[src/rtl/wb_align.sv]
// wb_align: lockstep write-back aligner for the dual-core comparator.
// Each core's register-file write-backs are buffered in a small FIFO. They are
// released strictly as matched pairs (N-th write of A with N-th write of B).
// Excessive one-sided skew and FIFO overflow are reported as sticky errors.
// Optional feature: define WB_ALIGN_STATS_EN to add a 32-bit emitted-pair counter
// (pair_cnt_o). rst_i clears the counter; flush_i does not.
//
// state  | meaning
// IDLE   | both FIFOs empty, or both non-empty
// SKEW_A | only core A has buffered writes
// SKEW_B | only core B has buffered writes
// ERR    | skew limit reached; frozen until flush_i or rst_i
module wb_align #(
  parameter int ADDR_WIDTH = 5,
  parameter int DATA_WIDTH = 32,
  parameter int DEPTH      = 4,
  parameter int SKEW_MAX   = 8
) (
  input  logic                  clk_i,
  input  logic                  rst_i,
  input  logic                  flush_i,
  input  logic                  we_a_i,
  input  logic [ADDR_WIDTH-1:0] addr_a_i,
  input  logic [DATA_WIDTH-1:0] data_a_i,
  input  logic                  we_b_i,
  input  logic [ADDR_WIDTH-1:0] addr_b_i,
  input  logic [DATA_WIDTH-1:0] data_b_i,
  output logic                  we_a_o,
  output logic                  we_b_o,
  output logic [ADDR_WIDTH-1:0] addr_a_o,
  output logic [ADDR_WIDTH-1:0] addr_b_o,
  output logic [DATA_WIDTH-1:0] data_a_o,
  output logic [DATA_WIDTH-1:0] data_b_o,
  output logic                  full_a_o,
  output logic                  full_b_o,
  output logic                  skew_err_o,
  output logic                  ovf_err_o
`ifdef WB_ALIGN_STATS_EN
  ,
  output logic [31:0]           pair_cnt_o
`endif
);

  localparam int PW = $clog2(DEPTH);
  localparam int CW = PW + 1;
  localparam int SW = $clog2(SKEW_MAX + 1);
  localparam int EW = ADDR_WIDTH + DATA_WIDTH;

  typedef enum logic [1:0] {IDLE, SKEW_A, SKEW_B, ERR} state_e;

  state_e          state_q, state_d, side;
  logic [EW-1:0]   mem_a_q [DEPTH];
  logic [EW-1:0]   mem_b_q [DEPTH];
  logic [PW-1:0]   wr_a_q, rd_a_q, wr_b_q, rd_b_q;
  logic [CW-1:0]   cnt_a_q, cnt_b_q, cnt_a_d, cnt_b_d;
  logic [SW-1:0]   skew_q, skew_d, skew_inc;
  logic            full_a, full_b, pop, push_a, push_b, ovf_set, skew_set;
  logic            we_q, skew_err_q, ovf_err_q;
  logic [EW-1:0]   head_a, head_b;
  logic [EW-1:0]   out_a_q, out_b_q;

  // Pop/push decisions, post-edge counts and next FSM state.
  always_comb begin
    full_a   = (cnt_a_q == CW'(DEPTH));
    full_b   = (cnt_b_q == CW'(DEPTH));
    pop      = (state_q != ERR) && (cnt_a_q != '0) && (cnt_b_q != '0);
    // A full FIFO still accepts a push when its head leaves at the same edge.
    push_a   = we_a_i && (state_q != ERR) && (!full_a || pop);
    push_b   = we_b_i && (state_q != ERR) && (!full_b || pop);
    ovf_set  = (state_q != ERR) &&
               ((we_a_i && full_a && !pop) || (we_b_i && full_b && !pop));
    cnt_a_d  = cnt_a_q + CW'(push_a) - CW'(pop);
    cnt_b_d  = cnt_b_q + CW'(push_b) - CW'(pop);
    head_a   = mem_a_q[rd_a_q];
    head_b   = mem_b_q[rd_b_q];
    skew_inc = skew_q + SW'(1);
    state_d  = state_q;
    skew_d   = skew_q;
    skew_set = 1'b0;
    side     = IDLE;
    if (cnt_a_d != '0 && cnt_b_d == '0) begin
      side = SKEW_A;
    end else if (cnt_b_d != '0 && cnt_a_d == '0) begin
      side = SKEW_B;
    end
    if (state_q != ERR) begin
      if (side == IDLE || state_q == IDLE) begin
        // Entering or leaving a skew episode restarts the timer.
        state_d = side;
        skew_d  = '0;
      end else if (skew_inc == SW'(SKEW_MAX)) begin
        state_d  = ERR;
        skew_d   = skew_inc;
        skew_set = 1'b1;
      end else begin
        state_d = side;
        skew_d  = skew_inc;
      end
    end
  end

  // FIFO storage; stale slots are harmless because pointers are reset instead.
  always_ff @(posedge clk_i) begin
    if (push_a) mem_a_q[wr_a_q] <= {addr_a_i, data_a_i};
    if (push_b) mem_b_q[wr_b_q] <= {addr_b_i, data_b_i};
  end

  // Control state, pointers, counts, sticky errors and registered pair outputs.
  always_ff @(posedge clk_i) begin
    if (rst_i) begin
      state_q    <= IDLE;
      skew_q     <= '0;
      wr_a_q     <= '0;
      rd_a_q     <= '0;
      wr_b_q     <= '0;
      rd_b_q     <= '0;
      cnt_a_q    <= '0;
      cnt_b_q    <= '0;
      we_q       <= 1'b0;
      out_a_q    <= '0;
      out_b_q    <= '0;
      skew_err_q <= 1'b0;
      ovf_err_q  <= 1'b0;
    end else if (flush_i) begin
      state_q    <= IDLE;
      skew_q     <= '0;
      wr_a_q     <= '0;
      rd_a_q     <= '0;
      wr_b_q     <= '0;
      rd_b_q     <= '0;
      cnt_a_q    <= '0;
      cnt_b_q    <= '0;
      we_q       <= 1'b0;
      skew_err_q <= 1'b0;
      ovf_err_q  <= 1'b0;
    end else begin
      state_q <= state_d;
      skew_q  <= skew_d;
      cnt_a_q <= cnt_a_d;
      cnt_b_q <= cnt_b_d;
      we_q    <= pop;
      if (push_a) wr_a_q <= wr_a_q + PW'(1);
      if (push_b) wr_b_q <= wr_b_q + PW'(1);
      if (pop) begin
        rd_a_q  <= rd_a_q + PW'(1);
        rd_b_q  <= rd_b_q + PW'(1);
        out_a_q <= head_a;
        out_b_q <= head_b;
      end
      if (skew_set) skew_err_q <= 1'b1;
      if (ovf_set)  ovf_err_q  <= 1'b1;
    end
  end

`ifdef WB_ALIGN_STATS_EN
  logic [31:0] pair_cnt_q;

  // Emitted-pair statistics survive flush so halts do not lose history.
  always_ff @(posedge clk_i) begin
    if (rst_i) begin
      pair_cnt_q <= '0;
    end else if (!flush_i && pop) begin
      pair_cnt_q <= pair_cnt_q + 32'd1;
    end
  end

  assign pair_cnt_o = pair_cnt_q;
`endif

  assign we_a_o     = we_q;
  assign we_b_o     = we_q;
  assign addr_a_o   = out_a_q[EW-1:DATA_WIDTH];
  assign addr_b_o   = out_b_q[EW-1:DATA_WIDTH];
  assign data_a_o   = out_a_q[DATA_WIDTH-1:0];
  assign data_b_o   = out_b_q[DATA_WIDTH-1:0];
  assign full_a_o   = full_a;
  assign full_b_o   = full_b;
  assign skew_err_o = skew_err_q;
  assign ovf_err_o  = ovf_err_q;

endmodule

[config.mk]
export PLATFORM = sky130hd
export DESIGN_NAME = wb_align
export DESIGN_NICKNAME = d
export VERILOG_FILES = /design/src/rtl/wb_align.sv
export SDC_FILE = /design/constraint.sdc
export NUM_CORES = 1
export LEC_CHECK = 0
export CAP_MARGIN = 10
export CORE_AREA = 2 2 167 169
export CTS_BUF_LIST = sky130_fd_sc_hd__clkbuf_4
export CTS_CLUSTER_SIZE = 12
export DETAILED_ROUTE_END_ITERATION = 16
export DIE_AREA = 0 0 169 171
export PLACE_DENSITY = 0.79
export RECOVER_POWER = 50
export SLEW_MARGIN = 15
export SYNTH_ARGS = -nofsm -noshare
export SYNTH_HDL_FRONTEND = slang
export SYNTH_SLANG_ARGS = --single-unit
[constraint.sdc]
create_clock -name clk_i -period 7.45 [get_ports clk_i]
set_input_delay 1.1175 -clock clk_i [delete_from_list [all_inputs] [get_ports clk_i]]
set_output_delay 1.1175 -clock clk_i [all_outputs]
set_load 0.01 [all_outputs]
==> impl_metrics.json <==
{
  "outcome": "finished clean",
  "crit_type": "reg -> reg",
  "startpoint_type": "flip-flop",
  "layout_commonest_cell": "edfxtp_1",
  "die_area_um2": 28900,
  "postCtsHoldBufs": 0,
  "cts.sinks": 393,
  "fin_nets": 1248,
  "path_clk_slew_ns": 0.07,
  "drtIter0Drc": 631,
  "tns_ns": 0,
  "synth.cell_area_um2": 16000,
  "placedInstanceArea_um2": 17700,
  "timing.max_cap.violations": 0,
  "synth.distinct_cells": 44,
  "die_height_um": 171,
  "wl_mm": 33.9,
  "fill_cells": 1855,
  "clockBufferDepth": 3,
  "setup_viol": 0,
  "max_freq_mhz": 223,
  "finalClockSkew_ns": 0.0397,
  "grt_pass1_wl_mm": 53.5,
  "fin_crit_ns": 4.48,
  "grt_pass1_vias": 10200,
  "clkLatencyLatePin_ns": 0.72,
  "areaGrowthSynthToFinish_pct": 18.2,
  "cts_buffers": 95,
  "num_vias": 9626,
  "cts-htree-levels": 3,
  "pin_count": 159,
  "grt_max_degree": 123,
  "cts_tree": "done",
  "initial_core_util_pct": 58.5,
  "grt_use_total_pct": 24.1,
  "startpoint": "state_q[0]",
  "fp.coreArea_um2": 27300,
  "cts_setup_buffers": 0,
  "ctsResizeCount": 0,
  "port_buffers": 158,
  "ys_seq_area_share_pct": 67.8,
  "synth_nets": 1065,
  "hold_start": "skew_err_o",
  "cts-root-buf": "clkbuf_4",
  "timing.rr.start": "state_q[0]",
  "row_count": 61,
  "p_leak_nw": 6.60,
  "finalHoldViolations": 0,
  "gp_congestion": 0.741,
  "antenna_left": 0,
  "syn_avg_cell_area_um2": 16.5,
  "irDropWorstVdd_uv": 152,
  "setup.worst_path.end_class": "flip-flop",
  "ys_seq_elements": 393,
  "rrSetupSlack_ns": 2.97,
  "tightest_slew_ns": 1.15,
  "fp.dieW_um": 169,
  "cp_max_fo": 85,
  "antenna_found_initial": 5,
  "grt_overflow": 0,
  "rsz0062_at_grt": "no",
  "viasPerCell": 6.08,
  "most-common-layout-cells": "edfxtp_1, o211ai_1, clkbuf_4, dlygate4sd3_1, dfxtp_1",
  "postLayoutCellArea_um2": 18900,
  "cp.required_ns": 8.09,
  "syn_inst": 971,
  "power.density_nw_per_um2": 250,
  "drt-pass1-iter-count": 5,
  "hold_path_class": "reg -> reg",
  "finalCritPeriodShare_pct": 60.1,
  "drc_errors": 0,
  "yosysWarnings": 0,
  "drv_slew": 0,
  "wire_per_inst_um": 21.4,
  "relSlewSlack_pct": 23.2,
  "hpwl_mm": 19.0,
  "cp.arrival_ns": 5.11,
  "drive_gt1_share_pct": 23.8
}
routing by layer:
metal	track usage (%)	routed length, µm	up-vias	share of wire (%)
met5	0	27	-	0.080
met4	10.2	796	4	2.3
met3	4.97	2130	68	6.3
met2	40.4	17100	374	50
met1	31.1	13900	4868	41
li1	-	-	4312	-
registers in the layout (all words and copies together), names as in the netlist:
register / flops
wr_b_q: 2
skew_q: 4
out_a_q: 37
cnt_b_q: 3
state_q: 2
rd_a_q: 2
ovf_err_o: 1
rd_b_q: 2
we_a_o: 1
wr_a_q: 2
mem_a_q: 148
skew_err_o: 1
mem_b_q: 148
cnt_a_q: 3
out_b_q: 37
stage by stage:
| stage | total power, mW | hold WS, ns | utilization (%) | setup WS (ns) | instances |
|---|---|---|---|---|---|
| floorplan | 2.79 | 0.463 | - | 3.35 | 971 |
| global placement | 3.02 | 0.451 | 64.9 | 2.59 | 1403 |
| detailed placement | 3.04 | 0.453 | 64.9 | 2.44 | 1403 |
| CTS | 4.79 | 0.463 | 69.4 | 2.96 | 1580 |
| global route | 4.92 | 0.506 | 69.1 | 2.69 | 1582 |
| finish | 4.72 | 0.461 | 69.1 | 2.97 | 1583 |
final timing paths:
kind | cells past startpoint | end
min | 2 | skew_err_o
max | 10 | skew_q[3]
min reg2reg | 2 | skew_err_o
max reg2reg | 10 | skew_q[3]
cell type report:
type / count / area (µm²) / share of cell area (%)
Multi-Input combinational cell: 412 / 4380 / 23.2
Sequential cell: 393 / 10800 / 57.4
Tap cell: 346 / 433 / 2.29
Timing Repair Buffer: 167 / 1650 / 8.74
Clock inverter: 27 / 126 / 0.669
Inverter: 85 / 322 / 1.70
Antenna cell: 3 / 7.51 / 0.0398
Clock buffer: 150 / 1130 / 5.96
cell usage after synthesis, drive strengths merged:
cell type	n	area, µm²
buf	19	131
nand4	1	6.26
inv	85	319
and2	17	106
a31oi	1	6.26
or4bb	1	11.3
a2111o	1	11.3
a41oi	1	8.76
clkbuf	62	234
o221ai	1	8.76
mux2i	8	80.1
a211oi	2	15.0
o21ai	4	20.0
or2	1	6.26
nand4bb	1	11.3
nand3	1	5.00
or3	7	43.8
edfxtp	296	8890
and3b	2	17.5
nor3b	5	37.5
or4	1	11.3
a21oi	5	25.0
a21boi	1	7.51
fa	2	40.0
mux4	74	1670
o211ai	223	1920
ha	13	163
nor4b	2	17.5
mux2	2	22.5
nor3	5	30.0
nor2	2	7.51
xor2	3	26.3
nand2b	3	18.8
nand2	17	63.8
dfxtp	97	1940
xnor2	3	26.3
or4b	2	20.0
power breakdown:
part / switching, mW / total, mW / internal (mW)
combinational: 0.231 / 0.435 / 0.204
sequential: 0.0673 / 2.53 / 2.46
clock: 0.837 / 1.76 / 0.921
critical path, stage by stage, from the launching register on:
cell and delay, ns:
dfxtp_1 0.50, and2_4 0.89, or3_1 0.36, mux2_2 0.37, ha_1 0.19, fa_1 0.37, xnor2_1 0.16, or3_1 0.32
ha_1 0.40, or4b_2 0.66, a31oi_1 0.17
cell families (layout without fill, tap and decap cells):
| logic type | count (synthesis) | count (layout) | share of synthesized area [%] |
|---|---|---|---|
| fa+ha+maj | 15 | 15 | 1.27 |
| xor+xnor | 6 | 6 | 0.329 |
| mux | 84 | 84 | 11.1 |
| other cells | 0 | 3 | 0 |
| buf+inv | 166 | 429 | 4.28 |
| compound gates | 239 | 239 | 12.7 |
| simple gates | 68 | 68 | 2.59 |
| flops | 393 | 393 | 67.8 |
Note: power is estimated with default switching activity, not from simulation.
